### config.mk
export PLATFORM = sky130hd
export DESIGN_NAME = flags_register
export DESIGN_NICKNAME = d
export VERILOG_FILES = /design/src/rtl/flags_register.sv
export SDC_FILE = /design/constraint.sdc
export NUM_CORES = 1
export LEC_CHECK = 0
export ABC_AREA = 0
export ABC_CLOCK_PERIOD_IN_PS = 1800
export CAP_MARGIN = 5
export CORE_AREA = 5 5 49 51
export DETAILED_ROUTE_END_ITERATION = 12
export DIE_AREA = 0 0 54 56
export PLACE_DENSITY = 0.74
export SYNTH_ARGS = -nofsm -noshare
export SYNTH_HDL_FRONTEND = slang
export SYNTH_SLANG_ARGS = --single-unit
### constraint.sdc
create_clock -name clk -period 1.8 [get_ports clk]
set_input_delay 0.36 -clock clk [delete_from_list [all_inputs] [get_ports clk]]
set_output_delay 0.36 -clock clk [all_outputs]
set_load 0.01 [all_outputs]
### src/rtl/flags_register.sv
// Condition-code register for the execute stage: masked ALU flag capture, carry
// set/clear, conditional-jump evaluation with flag clear, and an interrupt save stack.
module flags_register #(
    parameter int FLAG_W     = 4,
    parameter int SAVE_DEPTH = 2
) (
    input  logic              clk,
    input  logic              rst,
    input  logic [FLAG_W-1:0] flags_alu,
    input  logic [FLAG_W-1:0] flags_we,
    input  logic              set_c,
    input  logic              clr_c,
    input  logic              jmp_valid,
    input  logic [1:0]        jmp_cond,
    output logic              jmp_taken,
    input  logic              save,
    input  logic              restore,
    input  logic              stall,
    output logic [FLAG_W-1:0] flags,
    output logic              save_empty,
    output logic              save_full,
    output logic              overflow_err
);

    localparam int CNT_W = $clog2(SAVE_DEPTH + 1);
    localparam int IDX_W = (SAVE_DEPTH > 1) ? $clog2(SAVE_DEPTH) : 1;
    // Only zero/negative/carry are live; every higher bit reads as 0.
    localparam logic [FLAG_W-1:0] LIVE_MASK = FLAG_W'(3'b111);

    logic [FLAG_W-1:0] flags_q, flags_d;
    logic [CNT_W-1:0]  cnt_q, cnt_d;
    logic              err_q, err_d;
    logic [FLAG_W-1:0] stack_q [SAVE_DEPTH];
    logic [FLAG_W-1:0] stack_d [SAVE_DEPTH];
    logic [FLAG_W-1:0] upd;
    logic [IDX_W-1:0]  top_idx;
    logic [IDX_W-1:0]  push_idx;

    assign flags        = flags_q;
    assign overflow_err = err_q;
    assign save_empty   = (cnt_q == '0);
    assign save_full    = (cnt_q == CNT_W'(SAVE_DEPTH));

    always_comb begin
        jmp_taken = 1'b0;
        if (jmp_valid) begin
            case (jmp_cond)
                2'b00:   jmp_taken = 1'b1;
                2'b01:   jmp_taken = flags_q[0];
                2'b10:   jmp_taken = flags_q[1];
                default: jmp_taken = flags_q[2];
            endcase
        end
    end

    always_comb begin
        flags_d  = flags_q;
        cnt_d    = cnt_q;
        err_d    = err_q;
        stack_d  = stack_q;
        upd      = flags_q;
        top_idx  = IDX_W'(cnt_q - CNT_W'(1));
        push_idx = IDX_W'(cnt_q);
        if (!stall) begin
            if (restore && !save_empty) begin
                flags_d = stack_q[top_idx] & LIVE_MASK;
                cnt_d   = cnt_q - CNT_W'(1);
            end else begin
                upd = (flags_q & ~flags_we) | (flags_alu & flags_we);
                if (set_c) begin
                    upd[2] = 1'b1;
                end else if (clr_c) begin
                    upd[2] = 1'b0;
                end
                // The taken-jump clear is applied last so it beats ALU writes and SETC.
                if (jmp_valid && jmp_taken) begin
                    case (jmp_cond)
                        2'b01:   upd[0] = 1'b0;
                        2'b10:   upd[1] = 1'b0;
                        2'b11:   upd[2] = 1'b0;
                        default: ;
                    endcase
                end
                flags_d = upd & LIVE_MASK;
                if (restore) begin
                    err_d = 1'b1;
                end else if (save) begin
                    if (save_full) begin
                        err_d = 1'b1;
                    end else begin
                        stack_d[push_idx] = flags_q;
                        cnt_d             = cnt_q + CNT_W'(1);
                    end
                end
            end
        end
    end

    always_ff @(posedge clk) begin
        if (rst) begin
            flags_q <= '0;
            cnt_q   <= '0;
            err_q   <= 1'b0;
            for (int i = 0; i < SAVE_DEPTH; i++) begin
                stack_q[i] <= '0;
            end
        end else begin
            flags_q <= flags_d;
            cnt_q   <= cnt_d;
            err_q   <= err_d;
            for (int i = 0; i < SAVE_DEPTH; i++) begin
                stack_q[i] <= stack_d[i];
            end
        end
    end

endmodule

* Word level (Yosys, flattened, before mapping) *
Cells that the tools add are included.
W data, S select, Z words.

word-level totals
  register bits = 14
  output and inout bits = 8
  input port bits = 18
  word-level logic and storage cells = 60

cells by class
  reduce and logical (&&, ||, !) cells = 12
  mux-type cells = 22
  bitwise logic cells = 10
  order comparisons = 3
  $add $sub $neg = 2
  equality and inequality tests = 6

operators with widths
  kind                   count
  $mux W3                5
  $mux W1                9
  $bwmux W8              1
  $mux W2                4
  $reduce_and A4 Y1      2
  $and A3 B3 Y3          2
  $eq A2 B2 Y1 const B   3
  $reduce_bool A2 Y1     3
  $reduce_and A5 Y1      1
  $demux W4 S1           1
  $ge A2 B2 Y1 const B   2
  $logic_not A2 Y1       2
  $mux W4                1
  $ne A2 B1 Y1 const B   2
  $not A1 Y1             4
  $not A1 Y2             2
  $logic_and A1 B1 Y1    3
  $not A3 Y3             1
  $or A3 B3 Y3           1
  $pmux W1 S3            1
  $add A2 B1 Y2 const B  1
  $eq A2 B1 Y1 const B   1
  $lt A2 B1 Y1 const B   1
  $sub A2 B1 Y2 const B  1
  $logic_not A1 Y1       1

* Depth between registers and ports, before layout *
Gate-level depths: netlist of run 1.

  word-level depth = 8
  depth in mapped cells = 8
  depth with buffers taken out = 6

* Worst setup path before layout of run 1 *
OpenSTA, ideal clock, no wires.

  kind = register to register
  from = register cnt_q[0]
  to = register stack_q[0] (netlist bit)
  arrival time = 1.766 ns
  library setup time = 0.128 ns
  path slack = -0.094 ns
  clock period less this slack = 1.894 ns
  buffers on the path = 2
  stages on the path, launching flop included = 9
  data required time = 1.672 ns
  path through = dfxtp_1 buf_2 inv_1 ha_1 or3b_4 or3_1 buf_2 mux2i_1 nor2_1

between the ends
  elaborated cells between the ends (all ways) = 14
  classes of those cells = 2 x order compare; 1 x eq/ne; 3 x mux; 3 x bitwise; 5 x reduce/logical

RTL lines
  what                                line  text
  start, declared                     31    logic [CNT_W-1:0] cnt_q, cnt_d;
  start signal, assigned              109   cnt_q <= cnt_d;
  $eq A2 B2 Y1                        42    assign save_full = (cnt_q == CNT_W'(SAVE_DEPTH));
  net save_full                       21    output logic save_full,
  $not A1 Y1 (no source line)         --
  $reduce_and A5 Y1 (no source line)  --
  end signal, assigned by index       112   stack_q[i] <= stack_d[i];
  end, declared                       33    logic [FLAG_W-1:0] stack_q [SAVE_DEPTH];

The timed path passes the listed nets, and every way through them passes these cells.
A chain may end at the register's enable or synchronous reset.

* Final worst setup path of run 1 *
  from = register cnt_q[0]
  to = output save_full

between the ends
  word-level cells in the longest chain between the ends = 1

RTL lines
  what           line
  $eq A2 B2 Y1   42
  end, declared  21

Every way passes these cells.

==> metrics.md, run 1 <==
| Metric | Value |
|---|---|
| Outcome | `finished clean` |
| Largest net degree at the start of global routing | `13` |
| DR WL/cell | `12.0 um` |
| Die W | `54 um` |
| Antenna violations before repair | `0` |
| Max cap viols | `0` |
| Mean Syn Cell Area | `approximately 8.4 um2` |
| CTS sink count | `12` |
| First-pass GRT wire length | `2790 um` |
| Routability cong. | `0.762` |
| Clk pin slew, worst setup/hold paths | `0.07 ns` |
| DRC | `0` |
| Synth warnings | `0` |
| Final Skew | `around 0.0048 ns` |
| Post-route ant nets | `0` |
| Fin crit period | `1.73 ns` |
| Hold Path Class | `flip-flop to flip-flop` |
| CP Data Required Time | `~1.4 ns` |
| Crit path arrival time | `around 1.4 ns` |
| Initial DRC Count | `6` |
| Clock Latency Late Sink | `0.27 ns` |
| Overall Global Routing Usage | `12.3%` |
| Distinct cells, synth | `25` |
| Nets | `133` |
| Critical path type | `flip-flop to output port` |
| CTS Buf Count | `3` |
| Period utilisation layout | `between 90% and 100%` |
| Post-DP HPWL | `~1300 um` |
| Mapped Area | `between 600 and 700 um2` |
| Max-slew violation count | `0` |
| Root Driver | `clkbuf_4` |
| Die ar. | `3020 um2` |
| Final hold viol count | `0` |
| TritonCTS clock tree | `yes` |
| Dominant synthesized flop cell | `dfxtp_1` |
| Final Hold Slack | `0.468 ns` |
| H-tree depth | `1` |
| Drt via density | `4.69` |
| Worst-path fanout max | `3` |
| Mapped Nets | `100` |
| Core area | `1900 um2` |
| Boundary pin count | `26` |
| Async SR Flop Fraction | `0%` |
| Diode count | `0` |
| Initial Util | `35.2%` |
| Via count | `647` |
| Gr ovfl total | `0` |
| Power Total | `between 600 and 700 uW` |
| Die span in y | `56 um` |
| Post-synthesis sequential area ratio | `35.9%` |
| Dpl ws | `-0.287 ns` |
| Yosys reg bits | `12` |
| Layout area overhead | `51.6%` |
| CTS resizes | `3` |
| Setup ws final | `0.0679 ns` |
| Number of global-route vias before repair | `604` |
| CTS Buffer Depth | `2` |
| Post-CTS Setup Bufs | `0` |
| Critical Path End Type | `output port` |
| Setup TNS Final | `0 ns` |
| Peak VDD IR | `around 0.00043 V` |
| Startpoint Class | `flip-flop` |
| Synth Instances | `80` |
| Power density over cell area | `639 nW/um2` |
| Pre-antenna DRT Iters | `4` |
| # rows | `16` |
| Max Fclk | `577 MHz` |
| Setup violators final | `0` |
| Post-synth EDFFs | `0` |
| RSZ-0062 raised after global routing | `no` |
| Pleak | `0.416 nW` |
| IO Port Bufs | `22` |
| Final wirelength | `1660 um` |
| Share of layout cells above drive strength 1 | `20.7%` |
| Hold Buf Count CTS | `0` |
registers in the layout (all words and copies together), names as in the netlist:
signal        count
overflow_err      1
stack_q           6
flags             3
cnt_q             2
cell usage after synthesis (2+ instances only):
cell	n	area share, %
ha_1	2	3.7
clkbuf_1	2	1.1
o21ai_0	4	3.0
buf_2	2	1.5
a21oi_1	6	4.5
mux2i_1	7	10
xnor2_1	2	2.6
mux2_2	3	5.0
a221oi_1	3	3.9
inv_1	6	3.4
nand2_1	6	3.4
nor2_1	11	6.2
dfxtp_1	12	36
nand2b_1	3	2.8
path summary, 6_finish.rpt:
check                                  start      endpoint  slack, ns  cells past startpoint
worst min register to register  overflow_err  overflow_err       0.47                      2
worst max register to register      cnt_q[0]    stack_q[2]       0.09                      6
worst min-delay path            overflow_err  overflow_err       0.47                      2
worst max-delay path                cnt_q[0]     save_full       0.07                      3
critical path, cell delays in order (launching register included):
cell and delay [ns]:
dfxtp_1 0.32, inv_2 0.10, ha_4 0.15, clkdlybuf4s50_1 0.53
layer usage:
layer  up-vias  global-route usage [%]  wire length (um)
li1        339                       -                 -
met1       291                    16.3               733
met2        14                    17.8               796
met3         3                    4.83               111
met4         0                    4.27                19
met5         -                       0                 0
per-stage QoR:
step / instances / area (um2) / utilization (%)
final: 138 / 1010 / 53.4
after global routing: 138 / 1010 / 53.4
after CTS: 138 / 1010 / 53.4
after detailed placement: 135 / 993 / 52.2
after global placement: 135 / 993 / 52.2
after floorplan: 80 / 688 / -
logic make-up (layout without fill, tap and decap cells):
kind of cell	Yosys count	after routing	share of synthesized area (%)
AOI/OAI and AO/OA	17	17	16.1
xor gates and xnor gates	2	2	2.62
adders and majority gates	2	2	3.74
buffers and inverters	11	42	7.10
DFF	12	12	35.9
muxes	10	10	15.5
other	1	1	0.560
and+or+nand+nor	25	25	18.5
cell type report:
class / count / area [um2]
fillers: 186 / 887
multi-input cells: 57 / 399
repair buffers: 33 / 297
flip-flops and latches: 12 / 240
well taps: 27 / 33.8
clock buffers: 3 / 22.5
inverters: 6 / 22.5
placed cells by master, fill, tap and decap left out, types with 2 or more instances in the layout:
cell              n
clkdlybuf4s50_1  20
dfxtp_1          12
nor2_1           11
buf_4            11
mux2i_1           7
nand2_1           6
a21oi_1           6
inv_1             5
o21ai_0           4
nand2b_1          3
mux2_2            3
a221oi_1          3
clkbuf_4          3
xnor2_1           2
power breakdown:
part           switching, mW  leakage, nW  internal [mW]
Clock                 0.0836       0.0138         0.0776
Sequential           0.00980       0.0979          0.279
Combinational         0.0862        0.304          0.112
Power figures use the tool's default switching activity.
==> run 2, diff against run 1 <==
--- a/config.mk
+++ b/config.mk
@@ -11,6 +11,7 @@
 export CORE_AREA = 5 5 49 51
 export DETAILED_ROUTE_END_ITERATION = 12
 export DIE_AREA = 0 0 54 56
+export MAX_ROUTING_LAYER = met4
 export PLACE_DENSITY = 0.74
 export SYNTH_ARGS = -nofsm -noshare
 export SYNTH_HDL_FRONTEND = slang
==> metrics.md, run 2 (same netlist as run 1, synthesis figures left out) <==
| Metric | Value |
|---|---|
| TritonCTS clock tree | `yes` |
| Overall Global Routing Usage | `12.6%` |
| Commonest non-fill, non-tap cell in the layout | `clkdlybuf4s50_1` |
| Drt via density | `4.69` |
| Power density over cell area | `639 nW/um2` |
| # rows | `16` |
| Fin cells | `138` |
| Via count | `~650` |
| DRC | `0` |
| CTS Buf Count | `3` |
| Commonest non-fill, non-tap cells in the layout | `20 x clkdlybuf4s50_1, 12 x dfxtp_1, 11 x nor2_1, 11 x buf_4, 7 x mux2i_1` |
| Critical path type | `flip-flop to output port` |
| Fillers | `186` |
| Area of placed instances | `993 um2` |
| Max cap viols | `0` |
| Placed Cells incl. Taps | `135` |
| Setup ws final | `~0.068 ns` |
| Final Skew | `0.00462 ns` |
| Die W | `54 um` |
| Boundary pin count | `26` |
| Setup violators final | `0` |
| Clk pin slew, worst setup/hold paths | `0.07 ns` |
| Period utilisation layout | `96.2%` |
| IO Port Bufs | `22` |
| Initial Util | `35.2%` |
| Outcome | `finished clean` |
| Die span in y | `about 56 um` |
| Max-slew violation count | `0` |
| Most flops, register | `stack_q` |
| First-pass GRT wire length | `2790 um` |
| Die ar. | `roughly 3000 um2` |
| Critical Path End Type | `output port` |
| Startpoint Class | `flip-flop` |
| Worst-path fanout max | `3` |
| Setup TNS Final | `0 ns` |
| Pre-antenna DRT Iters | `4` |
| Max reg flops | `6` |
| CTS Buffer Depth | `2` |
| Post-route cell area | `1010 um2` |
| Diode count | `0` |
| Max Fclk | `between 500 and 600 MHz` |
| CTS sink count | `12` |
| Dpl ws | `-0.287 ns` |
| Fin crit period | `1.73 ns` |
| Share of layout cells above drive strength 1 | `20.7%` |
| Number of global-route vias before repair | `around 600` |
| Final wirelength | `approximately 1700 um` |
| Largest net degree at the start of global routing | `13` |
| Peak VDD IR | `between 0.0004 and 0.0005 V` |
| Root Driver | `clkbuf_4` |
| H-tree depth | `1` |
| RSZ-0062 raised after global routing | `no` |
| DR WL/cell | `12.1 um` |
| Gr ovfl total | `0` |
| Pleak | `0.416 nW` |
| Power Total | `649 uW` |
| Routability cong. | `0.772` |
| Hold Path Class | `flip-flop to flip-flop` |
| Final hold viol count | `0` |
| Antenna violations before repair | `0` |
| Post-route ant nets | `0` |
| Core area | `1900 um2` |
| Layout area overhead | `51.6%` |
| CP Data Required Time | `1.44 ns` |
| Initial DRC Count | `6` |
| Post-DP HPWL | `1320 um` |
| Nets | `133` |
| Crit path arrival time | `1.37 ns` |
| Clock Latency Late Sink | `0.27 ns` |
## run 2: cell counts in the layout (fill, tap and decap cells not counted)
Identical to the previous run, type by type.
## run 2: critical path, stage by stage, from the launching register on
cell and delay [ns]:
dfxtp_1 0.32, inv_2 0.10, ha_4 0.15, clkdlybuf4s50_1 0.53
## run 2: path summary, 6_finish.rpt
check,from,to,slack [ns],depth (start not counted)
hold reg to reg,overflow_err,overflow_err,0.47,2
setup / recovery,cnt_q[0],save_full,0.07,3
setup reg to reg,cnt_q[0],stack_q[2],0.09,6
hold / removal,overflow_err,overflow_err,0.47,2
## run 2: metal layers
metal / track usage, % / part of all wire (%) / vias up
li1: - / - / 338
met3: 4.83 / 6.6 / 3
met4: 4.27 / 1.1 / 0
met1: 16.3 / 44 / 292
met2: 17.8 / 48 / 14
met5: - / 0 / -
## run 2: power by group
part	total (mW)	switching (mW)	internal (mW)
sequential	0.289	0.00979	0.279
clock	0.161	0.0836	0.0776
combinational	0.199	0.0863	0.112
## run 2: cell type report
class                           instances  area, um2  share of cell area, %
Clock buffer                            3       22.5                   2.22
Inverter                                6       22.5                   2.22
Multi-Input combinational cell         57        399                   39.3
Sequential cell                        12        240                   23.7
Tap cell                               27       33.8                   3.33
Timing Repair Buffer                   33        297                   29.2
## run 2: metrics by stage
stage | hold WS, ns | utilization [%]
6_report | 0.468 | 53.4
5_1_grt | 0.493 | 53.4
4_1_cts | 0.473 | 53.4
3_5_place_dp | 0.456 | 52.2
3_3_place_gp | 0.450 | 52.2
2_1_floorplan | 0.439 | -
## run 2: what timing repair did
| action | 4_1_cts | 5_1_grt |
|---|---|---|
| setup endpoints to repair | 2 | 4 |
| hold buffers | 0 | 0 |
| buffers inserted | 0 | 0 |
| resized for setup | 3 | 2 |
==> run 3, diff against run 2 <==
--- a/config.mk
+++ b/config.mk
@@ -16,3 +16,4 @@
 export SYNTH_ARGS = -nofsm -noshare
 export SYNTH_HDL_FRONTEND = slang
 export SYNTH_SLANG_ARGS = --single-unit
+export TNS_END_PERCENT = 100
==> results of run 3 <==
The final DEF is identical to that of run 2; final timing and power are the same.
